<file path="config.mk">
export PLATFORM = sky130hd
export DESIGN_NAME = bc_timing_control
export DESIGN_NICKNAME = d
export VERILOG_FILES = /design/src/rtl/bc_pkg.sv /design/src/rtl/bc_dec3to8.sv /design/src/rtl/bc_timing_control.sv
export SDC_FILE = /design/constraint.sdc
export NUM_CORES = 1
export LEC_CHECK = 0
export CAP_MARGIN = 10
export CORE_MARGIN = 3
export CORE_UTILIZATION = 42
export CTS_BUF_LIST = sky130_fd_sc_hd__clkbuf_2
export DETAILED_ROUTE_END_ITERATION = 16
export PLACE_DENSITY_LB_ADDON = 0.08
export SLEW_MARGIN = 5
export SYNTH_ARGS = -nofsm -noshare
export SYNTH_HDL_FRONTEND = slang
export SYNTH_HIERARCHICAL = 1
export SYNTH_SLANG_ARGS = --single-unit
</file>
<file path="constraint.sdc">
create_clock -name clk -period 1.25 [get_ports clk]
set_input_delay 0.25 -clock clk [delete_from_list [all_inputs] [get_ports clk]]
set_output_delay 0.25 -clock clk [all_outputs]
set_load 0.05 [all_outputs]
</file>
<file path="src/rtl/bc_pkg.sv">
// ---------------------------------------------------------------------------
// bc_pkg
//   Shared definitions for the basic-computer timing/control slice.
//   Contents:
//     bc_state_e       sequencer FSM states
//     OP_AND..OP_REG   3-bit opcode field values; OP_REG (7) marks a
//                      register-reference or I/O instruction
//     T0..T7           indices into the one-hot timing vector
//     is_hlt()         HLT detect from the latched decode, the latched
//                      indirect bit and IR[0]
// ---------------------------------------------------------------------------
package bc_pkg;

    typedef enum logic [2:0] {
        ST_IDLE = 3'd0,
        ST_F0   = 3'd1,
        ST_F1   = 3'd2,
        ST_DEC  = 3'd3,
        ST_IND  = 3'd4,
        ST_EXE  = 3'd5
    } bc_state_e;

    localparam logic [2:0] OP_AND = 3'd0;
    localparam logic [2:0] OP_ADD = 3'd1;
    localparam logic [2:0] OP_LDA = 3'd2;
    localparam logic [2:0] OP_STA = 3'd3;
    localparam logic [2:0] OP_BUN = 3'd4;
    localparam logic [2:0] OP_BSA = 3'd5;
    localparam logic [2:0] OP_ISZ = 3'd6;
    localparam logic [2:0] OP_REG = 3'd7;

    localparam int T0 = 0;
    localparam int T1 = 1;
    localparam int T2 = 2;
    localparam int T3 = 3;
    localparam int T4 = 4;
    localparam int T5 = 5;
    localparam int T6 = 6;
    localparam int T7 = 7;

    // HLT is the register-reference instruction (D7, I=0) with IR[0] set.
    function automatic logic is_hlt(input logic [7:0] d, input logic i, input logic b0);
        return d[OP_REG] & ~i & b0;
    endfunction

endpackage

</file>
<file path="src/rtl/bc_dec3to8.sv">
// ---------------------------------------------------------------------------
// bc_dec3to8
//   3-to-8 one-hot decoder with enable. Used once for the opcode field and
//   once for the timing signals.
//   Ports:
//     sel_i  [2:0]  binary select
//     en_i          enable; output all zero when low
//     y_o    [7:0]  one-hot result
// ---------------------------------------------------------------------------
module bc_dec3to8 (
    input  logic [2:0] sel_i,
    input  logic       en_i,
    output logic [7:0] y_o
);

    always_comb begin
        y_o = '0;
        if (en_i) begin
            y_o[sel_i] = 1'b1;
        end
    end

endmodule

</file>
<file path="src/rtl/bc_timing_control.sv">
// ---------------------------------------------------------------------------
// bc_timing_control
//   Timing and control sequencer for the basic computer: start/stop flag S,
//   sequence counter SC and the fetch / decode / indirect / execute walk.
//   Issues the register-transfer strobes for AR, PC, IR and memory, and
//   hands the execute phase to the execution unit with exec_go/exec_done.
//
//   Parameters:
//     SC_WIDTH     sequence counter width; SC saturates at all-ones
//     USE_MEM_ACK  1: memory reads wait for mem_ack, 0: reads take 1 cycle
//
//   Ports:
//     clk, rst_n        clock (rising edge), async active-low reset
//     start             set S and begin fetching when idle
//     ir_op, ir_i       IR[14:12] opcode, IR[15] indirect bit
//     ir_b0             IR[0] (HLT select for register-reference)
//     mem_ack           memory read data valid this cycle
//     exec_done         execution unit finished the instruction
//     s_flag, sc        running flag, sequence counter
//     t                 one-hot T0..T7 (zero when idle or sc > 7)
//     d, i_flag         latched opcode decode and indirect bit
//     ar_ld_pc, mem_rd, ir_ld, pc_inc, ar_ld_ir, ar_ld_mem
//                       register-transfer strobes
//     exec_go           one-cycle pulse on entry to execute
//     sc_ovf            sticky: SC saturated in execute without exec_done
// ---------------------------------------------------------------------------
module bc_timing_control
    import bc_pkg::*;
#(
    parameter int SC_WIDTH    = 4,
    parameter bit USE_MEM_ACK = 1'b1
) (
    input  logic                clk,
    input  logic                rst_n,
    input  logic                start,
    input  logic [2:0]          ir_op,
    input  logic                ir_i,
    input  logic                ir_b0,
    input  logic                mem_ack,
    input  logic                exec_done,
    output logic                s_flag,
    output logic [SC_WIDTH-1:0] sc,
    output logic [7:0]          t,
    output logic [7:0]          d,
    output logic                i_flag,
    output logic                ar_ld_pc,
    output logic                mem_rd,
    output logic                ir_ld,
    output logic                pc_inc,
    output logic                ar_ld_ir,
    output logic                ar_ld_mem,
    output logic                exec_go,
    output logic                sc_ovf
);

    localparam logic [SC_WIDTH-1:0] SC_MAX = '1;

    bc_state_e             state_q, state_d;
    logic                  s_q, s_d;
    logic [SC_WIDTH-1:0]   sc_q, sc_d;
    logic [7:0]            d_q, d_d;
    logic                  i_q, i_d;
    logic                  ovf_q, ovf_d;
    logic                  go_q, go_d;

    logic [7:0]            d_next;
    logic [SC_WIDTH-1:0]   sc_inc;
    logic                  rd_ack;
    logic                  t_en;

    // Without handshake every read is treated as completing immediately.
    assign rd_ack = USE_MEM_ACK ? mem_ack : 1'b1;

    // Saturating increment: the counter parks at all-ones.
    assign sc_inc = (sc_q == SC_MAX) ? sc_q : sc_q + 1'b1;

    // Opcode decode feeds the D latch in DEC.
    bc_dec3to8 u_dec_op (
        .sel_i (ir_op),
        .en_i  (1'b1),
        .y_o   (d_next)
    );

    // Timing decode works from registered sc/S only, so t never depends
    // combinationally on inputs. Counts above 7 have no T line.
    assign t_en = s_q & (32'(sc_q) < 32'd8);

    bc_dec3to8 u_dec_t (
        .sel_i (sc_q[2:0]),
        .en_i  (t_en),
        .y_o   (t)
    );

    // -----------------------------------------------------------------------
    // Next-state and strobe logic
    // -----------------------------------------------------------------------
    always_comb begin
        state_d   = state_q;
        s_d       = s_q;
        sc_d      = sc_q;
        d_d       = d_q;
        i_d       = i_q;
        ovf_d     = ovf_q;
        ar_ld_pc  = 1'b0;
        mem_rd    = 1'b0;
        ir_ld     = 1'b0;
        pc_inc    = 1'b0;
        ar_ld_ir  = 1'b0;
        ar_ld_mem = 1'b0;
        exec_go   = 1'b0;

        unique case (state_q)
            ST_IDLE: begin
                s_d  = 1'b0;
                sc_d = '0;
                if (start) begin
                    s_d     = 1'b1;
                    state_d = ST_F0;
                end
            end

            ST_F0: begin
                ar_ld_pc = 1'b1;
                sc_d     = sc_inc;
                state_d  = ST_F1;
            end

            // Stall with sc held until the read returns; the load strobes
            // fire only in the completing cycle.
            ST_F1: begin
                mem_rd = 1'b1;
                if (rd_ack) begin
                    ir_ld   = 1'b1;
                    pc_inc  = 1'b1;
                    sc_d    = sc_inc;
                    state_d = ST_DEC;
                end
            end

            // Register-reference / I/O (opcode 7) reuses IR[15] as a class
            // bit, so it never goes indirect.
            ST_DEC: begin
                ar_ld_ir = 1'b1;
                d_d      = d_next;
                i_d      = ir_i;
                sc_d     = sc_inc;
                state_d  = (ir_op != OP_REG && ir_i) ? ST_IND : ST_EXE;
            end

            ST_IND: begin
                mem_rd = 1'b1;
                if (rd_ack) begin
                    ar_ld_mem = 1'b1;
                    sc_d      = sc_inc;
                    state_d   = ST_EXE;
                end
            end

            // HLT wins over exec_done: both clear sc, but HLT also drops S.
            ST_EXE: begin
                exec_go = go_q;
                if (is_hlt(d_q, i_q, ir_b0)) begin
                    s_d     = 1'b0;
                    sc_d    = '0;
                    state_d = ST_IDLE;
                end else if (exec_done) begin
                    sc_d    = '0;
                    state_d = ST_F0;
                end else begin
                    sc_d = sc_inc;
                    if (sc_q == SC_MAX) begin
                        ovf_d = 1'b1;
                    end
                end
            end

            default: begin
                s_d     = 1'b0;
                sc_d    = '0;
                state_d = ST_IDLE;
            end
        endcase
    end

    // exec_go marks the first EXE cycle; flag it on the transition in.
    assign go_d = (state_d == ST_EXE) && (state_q != ST_EXE);

    always_ff @(posedge clk or negedge rst_n) begin
        if (!rst_n) begin
            state_q <= ST_IDLE;
            s_q     <= 1'b0;
            sc_q    <= '0;
            d_q     <= '0;
            i_q     <= 1'b0;
            ovf_q   <= 1'b0;
            go_q    <= 1'b0;
        end else begin
            state_q <= state_d;
            s_q     <= s_d;
            sc_q    <= sc_d;
            d_q     <= d_d;
            i_q     <= i_d;
            ovf_q   <= ovf_d;
            go_q    <= go_d;
        end
    end

    assign s_flag = s_q;
    assign sc     = sc_q;
    assign d      = d_q;
    assign i_flag = i_q;
    assign sc_ovf = ovf_q;

endmodule

</file>
==> results list, run 1 <==
- The tree is rooted in a sky130_fd_sc_hd__clkbuf_2.
- At the end of routability-driven placement, the weighted congestion stood at 0.869.
- It got as far as clock tree synthesis (4_1_cts) and failed there.
* Number of CTS-inserted buffers: 3
- During synthesis, Yosys emitted a total of 6 warnings.
- Count of hold buffers inserted by post-cts repair: 0
- Die outline height: 58.8 um
* PortBufs: 39
- First Err: [ERROR DPL-0033] detailed placement checks failed during check placement.
- The share of the Yosys chip area taken by registers is 0.406.
* Number of distinct library cells after synthesis: 39
- Setup Buffers After CTS: 18
* Die span in x: 58.8 um
- Post-synthesis sequential element count: 19
- The synthesized-area fraction occupied by ao, oa, aoi and oai cells is 0.108.
- Main synth FF type: sky130_fd_sc_hd__dfrtp_1
* Simple-Gate Fraction of Synth Area: 0.396
- After technology mapping, the gate count stands at 119.
* Post-CTS resize count: 38
* Post-Synthesis Mean Instance Area: between 9 and 10 sq um
- CTS built an H-tree with a depth of 1.
- Counting tap cells, the placed design contains a total of 218 instances.
- For this configuration, the core starts out at a cell density of 0.456.
- The clock drives 19 sinks.
- Post-synthesis xor/xnor area fraction: 0.0299
* Combined area of all synthesized cells: 1170 sq um
- The run stopped with a tool error.
* Number of rows created at floorplan: 18
* Main combinational cell family by area after synthesis: simple AND/OR/NAND/NOR gates
- EDFF count, synth: 0
- Of the total synthesized cell area, the portion taken by full adders, half adders and majority gates is 0.0107.
* Async S/R FF share, synth: 1.00
- Of the post-synthesis cell area, the part taken by muxes is 0.
* Maximum number of buffers from clock root to sink: 2
- Summed over all nets, the half-perimeter wirelength after detailed placement is 2890 um.
- For this design the top-level I/O count stands at 40.
[cells by family after synthesis]
kind of cell	count (synthesis)
buffers and inverters	9
other	1
flip-flops	19
adder cells (fa/ha/maj)	1
XOR/XNOR	4
AND/OR/NAND/NOR	69
AO/OA/AOI/OAI	16
[cell usage after synthesis (2+ instances only)]
| cell type | number | share of area |
|---|---|---|
| sky130_fd_sc_hd__a21oi_1 | 5 | 0.021 |
| sky130_fd_sc_hd__a311oi_2 | 2 | 0.026 |
| sky130_fd_sc_hd__and3b_1 | 2 | 0.015 |
| sky130_fd_sc_hd__and4_2 | 2 | 0.017 |
| sky130_fd_sc_hd__and4b_2 | 5 | 0.048 |
| sky130_fd_sc_hd__and4bb_1 | 2 | 0.021 |
| sky130_fd_sc_hd__and4bb_2 | 4 | 0.043 |
| sky130_fd_sc_hd__buf_4 | 3 | 0.019 |
| sky130_fd_sc_hd__dfrtp_1 | 19 | 0.41 |
| sky130_fd_sc_hd__inv_1 | 4 | 0.013 |
| sky130_fd_sc_hd__nand2_1 | 28 | 0.090 |
| sky130_fd_sc_hd__nand3_1 | 4 | 0.017 |
| sky130_fd_sc_hd__nor2_1 | 7 | 0.022 |
| sky130_fd_sc_hd__nor2b_1 | 3 | 0.016 |
| sky130_fd_sc_hd__nor4b_2 | 2 | 0.026 |
| sky130_fd_sc_hd__o21ai_0 | 2 | 0.0086 |
| sky130_fd_sc_hd__xnor2_1 | 3 | 0.022 |
[stage by stage]
| step | cell area (sq um) | utilization | setup WS, ns |
|---|---|---|---|
| 3_5_place_dp | 2220 | 0.865 | -0.353 |
| 3_3_place_gp | 2220 | 0.865 | -0.313 |
| 2_1_floorplan | 1340 | - | -0.333 |
==> inputs of run 2 (changes only) <==
CORE_UTILIZATION = 31   (was 42)
CTS_BUF_LIST = unset   (was sky130_fd_sc_hd__clkbuf_2)
PLACE_DENSITY_LB_ADDON = 0.15   (was 0.08)
clock period = 1.62 ns   (was 1.25 ns; I/O delays follow)
==> run 2 against run 1 <==
  * The flow now finishes, with violations (setup timing)
  * Synthesized area unchanged
  * Synthesized cell count unchanged
==> results list, run 2 <==
- Result of the run: complete, but fails checks (was aborted with a tool error).
- The checks that failed: setup timing.
* H-tree levels: 1 (unchanged)
- Number of CTS-inserted buffers: 3 (unchanged)
* Residual DRC count: 0
- Using the TritonRoute via totals, the vias-per-cell ratio works out to between 4 and 5.
- Setup repair after global routing could not meet its margin everywhere.
* Die span in x: 67.4 um (was 58.8 um)
- The signal on the critical path passes through buf_6, and3b_2, buf_12.
- Number of distinct library cells after synthesis: 39 (unchanged)
- Post-synthesis sequential element count: 19 (unchanged)
* First-pass GRT wire length: about 5000 um
- List of most frequent post-synthesis cells: sky130_fd_sc_hd__nand2_1, sky130_fd_sc_hd__dfrtp_1, sky130_fd_sc_hd__nor2_1 (unchanged)
- Routed wire per std cell: around 13 um
- Count of hold buffers inserted by post-cts repair: 0 (unchanged)
- Maximum number of buffers from clock root to sink: 2 (unchanged)
- Core footprint: approximately 3500 sq um
- Largest net degree at the start of global routing: 20
- Critical Path Slowest Stage Cell: sky130_fd_sc_hd__dfrtp_2
- Stages on the worst setup path: 3
* Post-Synthesis Mean Instance Area: 9.83 sq um (unchanged)
- Final Max Slew Viols: 0
- Worst skew pair latency: roughly 0.25 ns
* Combined area of all synthesized cells: 1170 sq um (unchanged)
* Synth warn: 6 (unchanged)
- The initial core utilization was 0.335 (was 0.456).
* Number of rows created at floorplan: 21 (was 18)
- The register with the most flip-flops in the layout has 8 of them.
- Highest achievable clock rate: ~610 MHz
- Highest cell delay on the worst timing path: about 0.48 ns
* Final Non-Filler Cells: between 200 and 250
- The most frequently used flop master after synthesis is sky130_fd_sc_hd__dfrtp_1 (unchanged).
- The pre-antenna-repair detailed-routing pass consisted of 4 iterations.
- Clk slew on worst S/H paths: ~0.070 ns
- Total track usage: 0.145
- Data arrival time of the critical path: approximately 1.3 ns
- The share of flip-flops with an asynchronous set or reset was 1.00 (unchanged).
- Total Die Area: 4550 sq um
* Count of maximum capacitance violations: 0
- The most frequent cell after synthesis is sky130_fd_sc_hd__nand2_1 (unchanged).
- Sinks on the clock net: 19 (unchanged)
* Vias in the first global route: approximately 1.1k
- Clock period minus final worst setup slack: ~1.6 ns
* Number of antenna violations at the first check in global routing: 0
- Cell count of the worst reg-to-reg path: 4
- Part of the Yosys area used for sequential elements: 0.406 (unchanged)
- Setup violations remaining at the end of the flow were counted as 2.
- Gr ovfl total: 0
- Layout area overhead: 73.4%
- The post-synthesis instance total was 119 (unchanged).
* Total power per unit cell area: roughly 2000 nW/um^2
- The worst setup path is launched from a flop.
- The port buffer count was 39 (unchanged).
- Number of antenna diodes: 0
- Maximum fanout along the worst path: 6
- In this run the worst hold path is classified as input pin to async pin.
- For this design the static power due to leakage is about 0.00094 uW.
- Across all layers, the routed design uses between 1k and 1.5k vias.
- Number of nets in the layout: between 150 and 200
- Post-Place Setup Slack: -0.155 ns (was -0.353 ns)
- The I/O pin count was 40 (unchanged).
- In the layout the commonest cells are sky130_fd_sc_hd__nand2_1, sky130_fd_sc_hd__buf_4, sky130_fd_sc_hd__buf_12, sky130_fd_sc_hd__dfrtp_1.
- In the finished design, the share of the clock period the worst path needs comes to 1.01.
- Gp weighted congestion: 0.750 (was 0.869)
- Area contributors post-synth: sky130_fd_sc_hd__dfrtp_1, sky130_fd_sc_hd__nand2_1, sky130_fd_sc_hd__and4b_2, sky130_fd_sc_hd__and4bb_2, sky130_fd_sc_hd__a311oi_2 (unchanged).
* Required time reported for the critical path endpoint: approximately 1.3 ns
* Wire length reported by the detailed router: slightly above 3000 um
* Number of endpoints with negative hold slack in the final report: 0
- Across the routed clock network, the largest skew measured is ~0.0032 ns.
* EDFF count, synth: 0 (unchanged)
- Portion of synthesized cell area occupied by the leading cell type: 0.406 (unchanged)
- The final HPWL from detailed placement came to 2210 um (was 2890 um).
- In the post-route analysis, the smallest setup slack over all paths is -0.0180 ns.
- The number of placed instances with taps included was 213 (was 218).
- Number of nets still failing antenna checks after routing: 0
- Leaving out fill and tap cells, the most frequent cell in the layout is sky130_fd_sc_hd__nand2_1.
- Final standard cell utilization of the core: 0.580
- Die outline height: 67.4 um (was 58.8 um)
- Of the cells placed in the final design, the portion with a size suffix greater than 1 is 0.497.
- Top delay family on crit path: flip-flops
* Iteration-0 DRC Markers: 40
- Type of the worst setup path: flop to output port
* TritonCTS clock tree: done
- Counting both buffers and inverters, the worst setup path holds a total of 2.
- The worst-case IR drop observed on VDD is ~1.1 mV.
* Sort of element at the end of the critical path: output port
- The buffer cell driving the clock tree root was sky130_fd_sc_hd__clkbuf_8 (was sky130_fd_sc_hd__clkbuf_2).
* Largest area contributor in the synthesized netlist: sky130_fd_sc_hd__dfrtp_1 (unchanged)
[run 2: metal layers]
layer / track usage / up-vias / wire length, um
met1: 0.179 / 520 / 1290
met5: 0 / - / 0
met3: 0.0266 / 6 / 181
met2: 0.249 / 33 / 1530
met4: 0.0532 / 0 / 50
li1: - / 541 / -
[run 2: cell families after synthesis]
group,count (synthesis),synth area share
buf+inv,9,0.0460
compound gates,16,0.108
simple gates,69,0.396
xor+xnor,4,0.0300
other cells,1,0.00321
flops,19,0.406
fa+ha+maj,1,0.0107
[run 2: worst reg2reg max path, cell delays in order (launching register included)]
cell and delay (ns):
sky130_fd_sc_hd__dfrtp_2 0.50, sky130_fd_sc_hd__xnor2_2 0.23, sky130_fd_sc_hd__or3_4 0.20, sky130_fd_sc_hd__nor4bb_1 0.39, sky130_fd_sc_hd__nor3_2 0.06
[run 2: worst paths after layout]
path                            endpoint  slack [ns]        from
min in group clk                  sc_ovf        0.48      sc_ovf
max in group asynchronous          sc[1]        0.99       rst_n
worst min-delay path                go_q        0.41       rst_n
worst min register to register    sc_ovf        0.48      sc_ovf
worst max-delay path               ir_ld       -0.02  state_q[2]
worst max register to register     sc[3]        0.12  state_q[1]
[run 2: cell type report]
cell class	count	area (sq um)
clock buffer	4	45.0
fill	306	1470
inverter	4	15.0
multi-input combinational	98	726
sequential	19	485
tap	46	57.6
timing repair buffer	56	699
[run 2: report_power, final]
| part | switching, uW | leakage, uW | total, uW | internal, uW |
|---|---|---|---|---|
| registers | 269 | 0.000240 | 959 | 689 |
| logic | 1560 | 0.000679 | 2760 | 1200 |
| clock network | 148 | 0.0000228 | 322 | 174 |
| total | 1980 | 0.000943 | 4040 | 2060 |
[run 2: repair_timing]
item                                   4_1_cts  5_1_grt
gates cloned                                 0        0
endpoints found under the hold margin        0        0
setup buffers                                7        3
pin swaps                                    2        2
gates resized for setup                     10        6
setup endpoints to repair                   15       14
[run 2: metrics by stage]
stage	setup TNS (ns)	hold WS [ns]	total power (uW)	instance area, sq um
after floorplan	-0.116	0.0284	2500	1220
after global placement	-0.413	0.464	3440	1860
after detailed placement	-0.600	0.468	3490	1860
after CTS	-0.0193	0.417	3980	1980
after global routing	-0.310	0.427	4290	2030
final	-0.0359	0.410	4040	2030
No activity file was read; power rests on OpenSTA's default activity.
==> inputs of run 3 (changes only) <==
ABC_CLOCK_PERIOD_IN_PS = 1620   (was unset)
CTS_CLUSTER_DIAMETER = 120   (was unset)
==> results of run 3 <==
No change in the layout: final DEF, timing and power equal those of run 2.
==> inputs of run 4 (changes only) <==
ABC_CLOCK_PERIOD_IN_PS = 1500   (was 1620)
CORE_AREA = 3 3 64 66   (was unset)
CORE_MARGIN = unset   (was 3)
CORE_UTILIZATION = unset   (was 31)
DIE_AREA = 0 0 67 69   (was unset)
SYNTH_HIERARCHICAL = unset   (was 1)
clock period = 1.5 ns   (was 1.62 ns; I/O delays follow)
==> run 4 against run 3 <==
  * The flow still finishes with violations (setup timing)
  * Cell count fell by 0.44%
  * Setup slack got worse by 0.24 ns
  * Worst hold slack lost 0.027 ns
  * Sequential power decreased by 1%
  * Count of clock-buffer cells in the layout unchanged
  * Via count fell by 3.4%
  * Sequential cell count unchanged
  * Power grew 19%
  * Cell area is 13% higher
  * Non-clock buffer count grew 15
  * Clock power rose by 9.0%
  * Critical path type unchanged
  * Critical endpoint is now t[4]
  * Largest power group unchanged
  * Highest routed layer unchanged
==> results list, run 4 <==
- Async S/R FF share, synth: 1.00 (unchanged)
* Starting utilization of the core area: 0.293 (was 0.335)
- The portion of total power attributed to sequential cells came to 0.197 (was 0.237).
* Share of the clock period used by the worst path after layout: 1.17
- Failing checks: setup timing (unchanged).
- The worst clock skew was 0.00173 ns (was 0.00322 ns).
* Post-Synthesis Mean Instance Area: 9.68 sq um (was 9.83 sq um)
- Number of antenna diodes: 0 (unchanged)
- Commonest cells after routing, fill and taps aside: sky130_fd_sc_hd__buf_12, sky130_fd_sc_hd__buf_4, sky130_fd_sc_hd__dfrtp_1, sky130_fd_sc_hd__nand2_1 (was sky130_fd_sc_hd__nand2_1, sky130_fd_sc_hd__buf_4, sky130_fd_sc_hd__buf_12, sky130_fd_sc_hd__dfrtp_1)
- The net switching power came to 2170 uW (was 1980 uW).
- The post-synthesis sequential area ratio came to 0.447 (was 0.406).
- The adder-cell area share of the yosys netlist was 0.0118 (was 0.0107).
- Main synth FF type: sky130_fd_sc_hd__dfrtp_1 (unchanged)
- The cell-internal power is 2630 uW (was 2060 uW).
- Via count: 1063 (was 1100)
- The kind of launch point of the worst setup path is a flop (unchanged).
- Half-perimeter wire length after placement: 2240 um (was 2210 um)
- The post-synthesis instance total came to 110 (was 119).
- The routability congestion estimate from global placement was 0.750 (unchanged).
* Worst skew pair latency: 0.25 ns (about the same)
* Cell area after placement: 2020 sq um (was 1860 sq um)
- Syn nets: around 120
- Required time reported for the critical path endpoint: 1.20 ns (was 1.30 ns)
* Worst-case setup margin in the final layout: -0.258 ns (was -0.0180 ns)
- Clk network pwr share: 0.073 (was 0.080)
- Core footprint: 3630 sq um (was 3490 sq um)
* Type of the worst setup path: flop to output port (unchanged)
- The standby leakage power came to 0.000997 uW (was 0.000943 uW).
- The routed wirelength normalized by instance count was 14.0 um (was 13.5 um).
* Number of nets still failing antenna checks after routing: 0 (unchanged)
* Highest achievable clock rate: roughly 570 MHz
- The count of maximum capacitance violations came to 0 (unchanged).
- The number of synthesized register bits is 19 (unchanged).
* Sequential cell area in the final layout: 485 sq um (unchanged)
- Wire length reported by the detailed router: 3170 um (was 3060 um)
- TritonCTS clock tree: done (unchanged)
- The combinational family with the most area after synthesis is simple AND/OR/NAND/NOR gates (unchanged).
- Complex-gate fraction of the synthesized area: 0.190 (was 0.108)
* Final-report setup violation count: 15 (was 2)
* Number of placed I/O pins: 40 (unchanged)
- List of most frequent post-synthesis cells: sky130_fd_sc_hd__dfrtp_1, sky130_fd_sc_hd__nor2_1, sky130_fd_sc_hd__nand2_1 (was sky130_fd_sc_hd__nand2_1, sky130_fd_sc_hd__dfrtp_1, sky130_fd_sc_hd__nor2_1)
* Number of rows created at floorplan: 22 (was 21)
- The worst hold slack was 0.383 ns (was 0.410 ns).
- Total Die Area: 4620 sq um (was 4550 sq um)
- The via count of the first global-routing pass is 1109 (was 1066).
- The number of nets in the layout is 190 (was 193).
- The die span in x is 67 um (was 67.4 um).
- Worst-case headroom to the max-slew limit: 0.793
- The most common cell after layout, fill and taps aside is sky130_fd_sc_hd__buf_12 (was sky130_fd_sc_hd__nand2_1).
- Post-detailed-route via-to-cell ratio: 4.70 (was 4.85)
- The number of buffers added by the clock tree synthesis step is 3 (unchanged).
- At the pin with the least slew margin, the transition time is about 0.31 ns.
* Die outline height: 69 um (was 67.4 um)
* Number of flip-flops in the largest register: 8 (unchanged)
* Final standard cell utilization of the core: 0.631 (was 0.580)
* Number of distinct library cells after synthesis: 38 (was 39)
- Total track usage: 0.143 (was 0.145)
- Relative contribution of combinational cells to total power: 0.730 (was 0.683)
* Master cell of the clock root buffer: sky130_fd_sc_hd__clkbuf_8 (unchanged)
- The critical path data arrival time came to 1.46 ns (was 1.31 ns).
- Combined area of all synthesized cells: 1060 sq um (was 1170 sq um)
- The biggest area consumer among synthesized cells is sky130_fd_sc_hd__dfrtp_1 (unchanged).
- The class of the worst hold path is input pin to async pin (unchanged).
- The number of antenna violations at the first check in global routing came to 0 (unchanged).
- Residual DRC count: 0 (unchanged)
* Clock period minus final worst setup slack: ~1.8 ns
* First drt pass iteration count: 4 (unchanged)
- The port buffer count was 39 (unchanged).
- The area of combinational cells with multiple inputs was 709 sq um (was 726 sq um).
* Number of fill cells: 311 (was 306)
* Result of the run: complete, but fails checks (unchanged)
- Proportion of synthesized area in mux cells: 0.0106 (was 0)
- Fraction of layout instances using a drive strength above 1: 0.612 (was 0.497)
- The final instance area is 2290 sq um (was 2030 sq um).
* Post-route total power: 4800 uW (was 4040 uW)
* Largest vdd supply drop: 1.03 mV (was 1.09 mV)
* Layout area overhead: 115% (was 73.4%)
* Area contributors post-synth: sky130_fd_sc_hd__dfrtp_1, sky130_fd_sc_hd__nor2_1, sky130_fd_sc_hd__nand2_1, sky130_fd_sc_hd__o41ai_1, sky130_fd_sc_hd__nand3_1 (was sky130_fd_sc_hd__dfrtp_1, sky130_fd_sc_hd__nand2_1, sky130_fd_sc_hd__and4b_2, sky130_fd_sc_hd__and4bb_2, sky130_fd_sc_hd__a311oi_2)
* Maximum fanout along the worst path: 3 (was 6)
- The endpoint type of the worst setup path is an output port (unchanged).
- Portion of synthesized cell area occupied by the leading cell type: 0.447 (was 0.406)
- Gr ovfl total: 0 (unchanged)
- Maximum number of buffers from clock root to sink: 2 (unchanged)
- Cell with the most instances after synthesis: sky130_fd_sc_hd__dfrtp_1 (was sky130_fd_sc_hd__nand2_1)
- Synth warn: 0 (was 6)
* Sinks on the clock net: 19 (unchanged)
* Clk slew on worst S/H paths: 0.07 ns (about the same)
* EDFF count, synth: 0 (unchanged)
* First-pass GRT wire length: 5110 um (was 4930 um)
- Iteration-0 DRC Markers: 34 (was 40)
- Number of endpoints with negative hold slack in the final report: 0 (unchanged)
- The parity-gate share of the synthesized area counting xor and xnor cells was 0.0329 (was 0.0299).
- The total number of H-tree levels came to 1 (unchanged).
- Final Max Slew Viols: 0 (unchanged)
* Total power per unit cell area: 2090 nW/um^2 (was 1990 nW/um^2)
- Unrepaired setup endpoints after global routing: yes (unchanged)
- Simple-Gate Fraction of Synth Area: 0.247 (was 0.396)
- The largest net degree at the start of global routing is 20 (unchanged).
- The proportion of total power due to net switching is 0.452 (was 0.490).
-- run 4: changes by cell type in the layout (fill, tap and decap cells not counted), moves of 2 or more --
cell	change
sky130_fd_sc_hd__nand2_1	-18
sky130_fd_sc_hd__buf_12	+11
sky130_fd_sc_hd__conb_1	-8
sky130_fd_sc_hd__and4bb_2	-6
sky130_fd_sc_hd__nor2_4	+6
sky130_fd_sc_hd__and4b_2	-5
sky130_fd_sc_hd__buf_6	+5
sky130_fd_sc_hd__o41ai_2	+3
sky130_fd_sc_hd__and4_2	-2
sky130_fd_sc_hd__inv_1	+2
sky130_fd_sc_hd__nand2b_1	+2
sky130_fd_sc_hd__nor2_1	-2
sky130_fd_sc_hd__nor3_4	+2
sky130_fd_sc_hd__o21ai_0	+2
-- run 4: logic make-up (layout without fill, tap and decap cells) --
group / Yosys count / count (layout)
and+or+nand+nor: 48 / 48
AOI/OAI and AO/OA: 24 / 24
DFF: 19 / 19
buffers and inverters: 13 / 81
xor gates and xnor gates: 4 / 4
adders and majority gates: 1 / 1
muxes: 1 / 1
-- run 4: cell type report --
type	count	share of cell area
Clock buffer	4	0.0197
Sequential cell	19	0.212
Inverter	6	0.00983
Tap cell	48	0.0262
Timing Repair Buffer	71	0.423
Multi-Input combinational cell	78	0.310
-- run 4: what timing repair did --
action,CTS,global route
hold buffers,0,0
pin swaps,5,6
cloned,0,0
resized for setup,13,17
setup endpoints to repair,15,25
setup buffers,13,1
-- run 4: power groups by stage --
stage | logic, uW | registers (uW) | clock network (uW)
2_1_floorplan | 1340 | 1290 | 0
3_3_place_gp | 3070 | 934 | 0
3_5_place_dp | 3090 | 940 | 0
4_1_cts | 3370 | 930 | 364
5_1_grt | 3680 | 978 | 398
6_report | 3500 | 945 | 351
-- run 4: worst max-delay path: stages (launching register included) --
cell and delay, ns:
sky130_fd_sc_hd__dfrtp_2 0.40, sky130_fd_sc_hd__or3_4 0.42, sky130_fd_sc_hd__buf_12 0.15, sky130_fd_sc_hd__nor2_4 0.10, sky130_fd_sc_hd__buf_12 0.14
-- run 4: final timing paths --
| kind | depth (start not counted) | from | slack (ns) | endpoint |
|---|---|---|---|---|
| max in group asynchronous | 2 | rst_n | 0.89 | sc[0] |
| worst max-delay path | 4 | sc[3] | -0.26 | t[4] |
| worst min-delay path | 2 | rst_n | 0.38 | state_q[0] |
| worst max register to register | 5 | state_q[2] | 0.04 | sc[3] |
| worst min register to register | 1 | sc_ovf | 0.54 | sc_ovf |
| min in group clk | 1 | sc_ovf | 0.54 | sc_ovf |
-- run 4: per-stage QoR --
step / cells / TNS (ns) / setup WS [ns]
final: 226 / -2.28 / -0.258
after global routing: 226 / -3.12 / -0.309
after CTS: 225 / -2.36 / -0.270
after floorplan: 110 / -1.23 / -0.311
after global placement: 208 / -1.00 / -0.170
after detailed placement: 208 / -1.27 / -0.194
-- run 4: metal layers --
metal,up-vias,wire length [um],part of all wire,GRT usage
met5,-,0,0,0
met4,0,37,0.012,0.0676
met1,514,1240,0.39,0.168
met3,4,103,0.033,0.0261
met2,25,1790,0.57,0.245
li1,520,-,-,-
==> RTL change 1 (config.mk and constraints of run 2) <==
Set the parameter `USE_MEM_ACK` to 1'b0 (it was 1'b1).
--- a/src/rtl/bc_timing_control.sv
+++ b/src/rtl/bc_timing_control.sv
@@ -28,7 +28,7 @@
     import bc_pkg::*;
 #(
     parameter int SC_WIDTH    = 4,
-    parameter bit USE_MEM_ACK = 1'b1
+    parameter bit USE_MEM_ACK = 1'b0
 ) (
     input  logic                clk,
     input  logic                rst_n,
Behaviour: not the same (a bounded check fails within 4 cycles, from zero or initial values and one cycle with rst_n low).
==> RTL change 1 against run 2 <==
  * Area after synthesis rose by 0.43%
  * Via count fell by 7.8%
  * Wire length fell by 5.8%
  * Largest cell class is now non-clock buffers
  * Largest power group unchanged
  * Register-to-register slack got worse by 60 ps
  * First-iteration DRC count fell by 23%
  * Sequential cell count did not move
  * Final area rose by 2.1%
  * Critical path type unchanged
  * Worst setup slack improved by 22 ps
  * Total power rose by 2.3%
==> RTL change 1: results (changes against run 2) <==
stage,metric,value,unit,change
cells_and_area,max FFs per register,8,,unchanged
cells_and_area,NumNets Final,177,,-8.3%
power,power in combinational cells,2.96,mW,+7.2%
yosys,synth top area cells,"dfrtp_1 40%, mux2_4 10%, and4b_2 4.8%",,
cells_and_area,number of diodes,0,,unchanged
cts,clock buffer depth,2,,unchanged
detailed_routing,Via density,4.81,,-0.83%
timing,WHS,390,ps,-19.4 ps
yosys,sequential-to-total area share from yosys stat,40.5,%,-0.17 points
worst_setup_path,worst r2r dst,sc[3],,
detailed_routing,Avg WL per Cell,13.6,µm,+1.3%
global_route,Total GRT Usage,13.7,%,-0.72 points
place,placed instance area,1850,µm²,-0.40%
power,Leak,0.981,nW,+4.1%
power,Power Density,2000,nW/µm²,+0.19%
power,clock network power share,8.1,%,
cells_and_area,share of cells above drive strength 1,61.2,%,+11 points
detailed_routing,DR iter-0 viols,31,,-23%
timing,clock skew,3.56,ps,+0.339 ps
place,placed cells,188,,-12%
yosys,synthesized area per cell,12.2,µm²,+24%
global_route,vias in the first global route,1011,,-5.2%
place,GPL Wtd Cong,0.725,,-3.4%
yosys,synth unique cells,42,,+7.7%
yosys,dominant synthesized flop cell,dfrtp_1,,
yosys,Post-synth top cells,"19 x dfrtp_1, 9 x nor2_1, 8 x mux2_4",,
global_route,pin count of the biggest net entering global routing,20,,unchanged
power,P_sw,1.89,mW,-4.8%
yosys,asr flop ratio synth,100,%,unchanged
place,DP HPWL,2000,µm,-9.5%
worst_setup_path,Worst R2R Setup Slack,60,ps,-60 ps
cts,root buf cell,clkbuf_8,,
global_route,first-pass GRT wire length,4710,µm,-4.6%
cts,clk_lat worst skew,260,ps,
worst_hold_path,path category of the worst min-delay check,primary input to async pin,,
worst_setup_path,Worst Path Max Fanout,8,,+2
worst_setup_path,R2R cell count,6,,+2
power,"IR drop worst, VDD",0.000887,V,-18%
run_status,status,completed,,
detailed_routing,WL final,2880,µm,-5.8%
place,Port-buffer cells,38,,-2.6%
place,dpl ws,-0.989,ps,+154 ps
-- RTL change 1: layout make-up --
| class | instances | area (µm²) |
|---|---|---|
| timing repair buffer | 63 | 747 |
| multi-input combinational | 77 | 731 |
| fill | 301 | 1420 |
| clock inverter | 1 | 5.00 |
| inverter | 2 | 7.51 |
| sequential | 19 | 482 |
| tap | 46 | 57.6 |
| clock buffer | 3 | 41.3 |
-- RTL change 1: logic make-up after synthesis --
family / share of synthesized area, %
AO/OA/AOI/OAI: 7.88
adder cells (fa/ha/maj): 1.06
AND/OR/NAND/NOR: 32.3
flip-flops: 40.5
buffers and inverters: 4.47
other: 0.319
XOR/XNOR: 1.49
multiplexers: 12.0
-- RTL change 1: worst max-delay path: stages (launching register included) --
cell     delay [ps]
dfrtp_1         410
nor2b_4         170
nor4b_4         270
buf_12          180
-- RTL change 1: how the worst max path moves through the flow --
stage / from / end / slack [ps] / cells past startpoint
3_5_place_dp: ir_b0 / sc[3] / -1 / 4
5_1_grt: sc[3] / t[0] / -70 / 3
3_3_place_gp: ir_b0 / sc[3] / 20 / 4
2_1_floorplan: sc[3] / t[0] / -180 / 2
6_report: sc[3] / t[0] / 4 / 3
4_1_cts: sc[3] / t[0] / -8 / 3
-- RTL change 1: per-layer routing --
metal  routed length [µm]  vias up  GRT usage [%]  share of wire (%)
li1                     -      492              -                  -
met2                 1430       34           23.1                 50
met4                   68        0           6.84                2.4
met3                  175        7           3.00                6.1
met5                    0        -              0                  0
met1                 1200      481           16.4                 42
-- RTL change 1: timing repair --
item / 4_1_cts / 5_1_grt
hold buffers: 0 / 0
gates resized for setup: 5 / 2
pin swaps: 2 / 1
buffers inserted: 12 / 7
endpoints found under the setup margin: 12 / 11
==> RTL change 2 (settings of run 2) <==
Made on the original files. Reset style: synchronous (`rst_n`), changed in one clocked block. Comments in the files are not updated.
--- a/src/rtl/bc_timing_control.sv
+++ b/src/rtl/bc_timing_control.sv
@@ -185,7 +185,7 @@
     // exec_go marks the first EXE cycle; flag it on the transition in.
     assign go_d = (state_d == ST_EXE) && (state_q != ST_EXE);
 
-    always_ff @(posedge clk or negedge rst_n) begin
+    always_ff @(posedge clk) begin
         if (!rst_n) begin
             state_q <= ST_IDLE;
             s_q     <= 1'b0;
Check against the original RTL: differs if rst_n is asserted again (counterexample within 4 cycles, from zero or initial values and one cycle with rst_n low); with rst_n held inactive, the same outputs for 10 cycles.
==> RTL change 2 against run 2 <==
  * The run still ends with negative setup slack left
  * Area after synthesis is 4.5% lower
  * Maximum frequency fell by 3.8%
  * Hold slack better by 57 ps
  * Die area shrank 4.1%
  * Sequential cell count is the same
  * First-iteration DRC count grew 33%
  * Worst setup slack worse by 64 ps
  * Wire length rose by 4.8%
  * Register-to-register slack lost 20 ps
  * Final area fell by 2.7%
  * Highest routed layer unchanged
Power is left out: it rests on default switching activity, and per cell area and clock period it moved more than threefold.
==> RTL change 2: results (changes against run 2) <==
stage,metric,value,unit,change
cells_and_area,Signal buffers,63,,+13%
cts,clk_lat worst skew,290,ps,+40 ps
global_route,Total GRT Usage,15.9,%,+1.4 points
cells_and_area,Final Util,57.8,%,-0.24 points
worst_setup_path,crit path DAT,1380,ps,+70 ps
global_route,pin count of the biggest net entering global routing,14,,-30%
worst_setup_path,crit-path max cell delay,390,ps,-90 ps
cells_and_area,fraction of area in multi-input gates,38.1,%,+2.3 points
yosys,Synth Area in Adders,1.12,%,+0.050 points
cells_and_area,Seq/total area,20.4,%,-3.5 points
yosys,Compound-Gate Fraction of Synth Area,15.7,%,+4.9 points
place,DP HPWL,2340,µm,+6.1%
detailed_routing,wl on met1,1420,µm,+9.8%
yosys,mux cell area share after synthesis,1.79,%,+1.8 points
cells_and_area,number of multi-input combinational cells,108,,+10%
cts,root buf cell,clkbuf_4,,
place,placed instance area,1820,µm²,-2.4%
detailed_routing,Avg WL per Cell,13.2,µm,-2.1%
cts,"CTS clk-pin slew, worst paths",110,ps,+40 ps
worst_hold_path,path category of the worst min-delay check,flip-flop to flip-flop,,
timing,Setup WS post-layout,-82.0,ps,-64.1 ps
detailed_routing,DR iter-0 viols,53,,+33%
global_route,first-pass GRT wire length,5490,µm,+11%
place,dpl ws,-147,ps,+8.50 ps
worst_setup_path,Worst Path Max Fanout,5,,-1
timing,sum of negative setup slack,-186,ps,-150 ps
run_status,status,"complete, but fails checks",,
global_route,met1 Use GR,18.2,%,+0.32 points
detailed_routing,DRC errors left,0,,unchanged
detailed_routing,met2 wire length,1640,µm,+7.1%
cells_and_area,FILL cells,322,,+5.2%
yosys,Post-synth top cells,"25 x nand2_1, 19 x dfxtp_1, 14 x a21oi_1",,
yosys,sequential-to-total area share from yosys stat,34.0,%,-6.6 points
yosys,Syn Inst Count,130,,+9.2%
place,placed cells,226,,+6.1%
yosys,synth top area cells,"dfxtp_1 34%, nand2_1 8.4%, a21oi_1 6.3%",,
detailed_routing,WL final,3200,µm,+4.8%
cells_and_area,NumNets Final,209,,+8.3%
cells_and_area,share of cells above drive strength 1,45.7,%,-4.0 points
yosys,asr flop ratio synth,0,%,-100 points
timing,clock skew,4.49,ps,+1.27 ps
cells_and_area,number of diodes,0,,unchanged
run_status,failing checks,negative setup slack,,
global_route,vias in the first global route,1234,,+16%
detailed_routing,Via density,4.84,,about the same
global_route,met3 usage,2.89,%,+0.23 points
yosys,synth unique cells,43,,+10%
cells_and_area,Clock-cell share,1.39,%,-0.83 points
timing,Setup-failing EPs final,4,,+2
detailed_routing,WL met3,116,µm,-36%
cells_and_area,buffering overhead,36.6,%,+2.1 points
cells_and_area,Multi-input gate area,752,µm²,+3.6%
RTL change 2: cell count changes in the layout (fill, tap and decap cells not counted), sizes merged, moves of 3 or more:
cell / before / now
dfxtp: 0 / 19
nand2: 28 / 25
buf: 47 / 54
dfrtp: 19 / 0
a21oi: 5 / 14
RTL change 2: path summary, 6_finish.rpt:
| check | from | endpoint | slack [ps] | cells past startpoint |
|---|---|---|---|---|
| max | state_q[2] | ir_ld | -80 | 4 |
| min | d[4] | d[4] | 470 | 2 |
| max reg2reg | state_q[2] | go_q | 100 | 6 |
| min reg2reg | d[4] | d[4] | 470 | 2 |
RTL change 2: repair_timing:
action | in CTS | in global routing
endpoints found under the hold margin | 0 | 0
pin swaps | 2 | 1
hold buffers | 0 | 0
setup buffers | 11 | 2
gates resized for setup | 11 | 4
endpoints found under the setup margin | 15 | 15
RTL change 2: worst max-delay path: cells and delay by family, from the launching register on:
kind	cells	cell delay [ps]
buf+inv	3	440
flops	1	390
simple gates	1	250
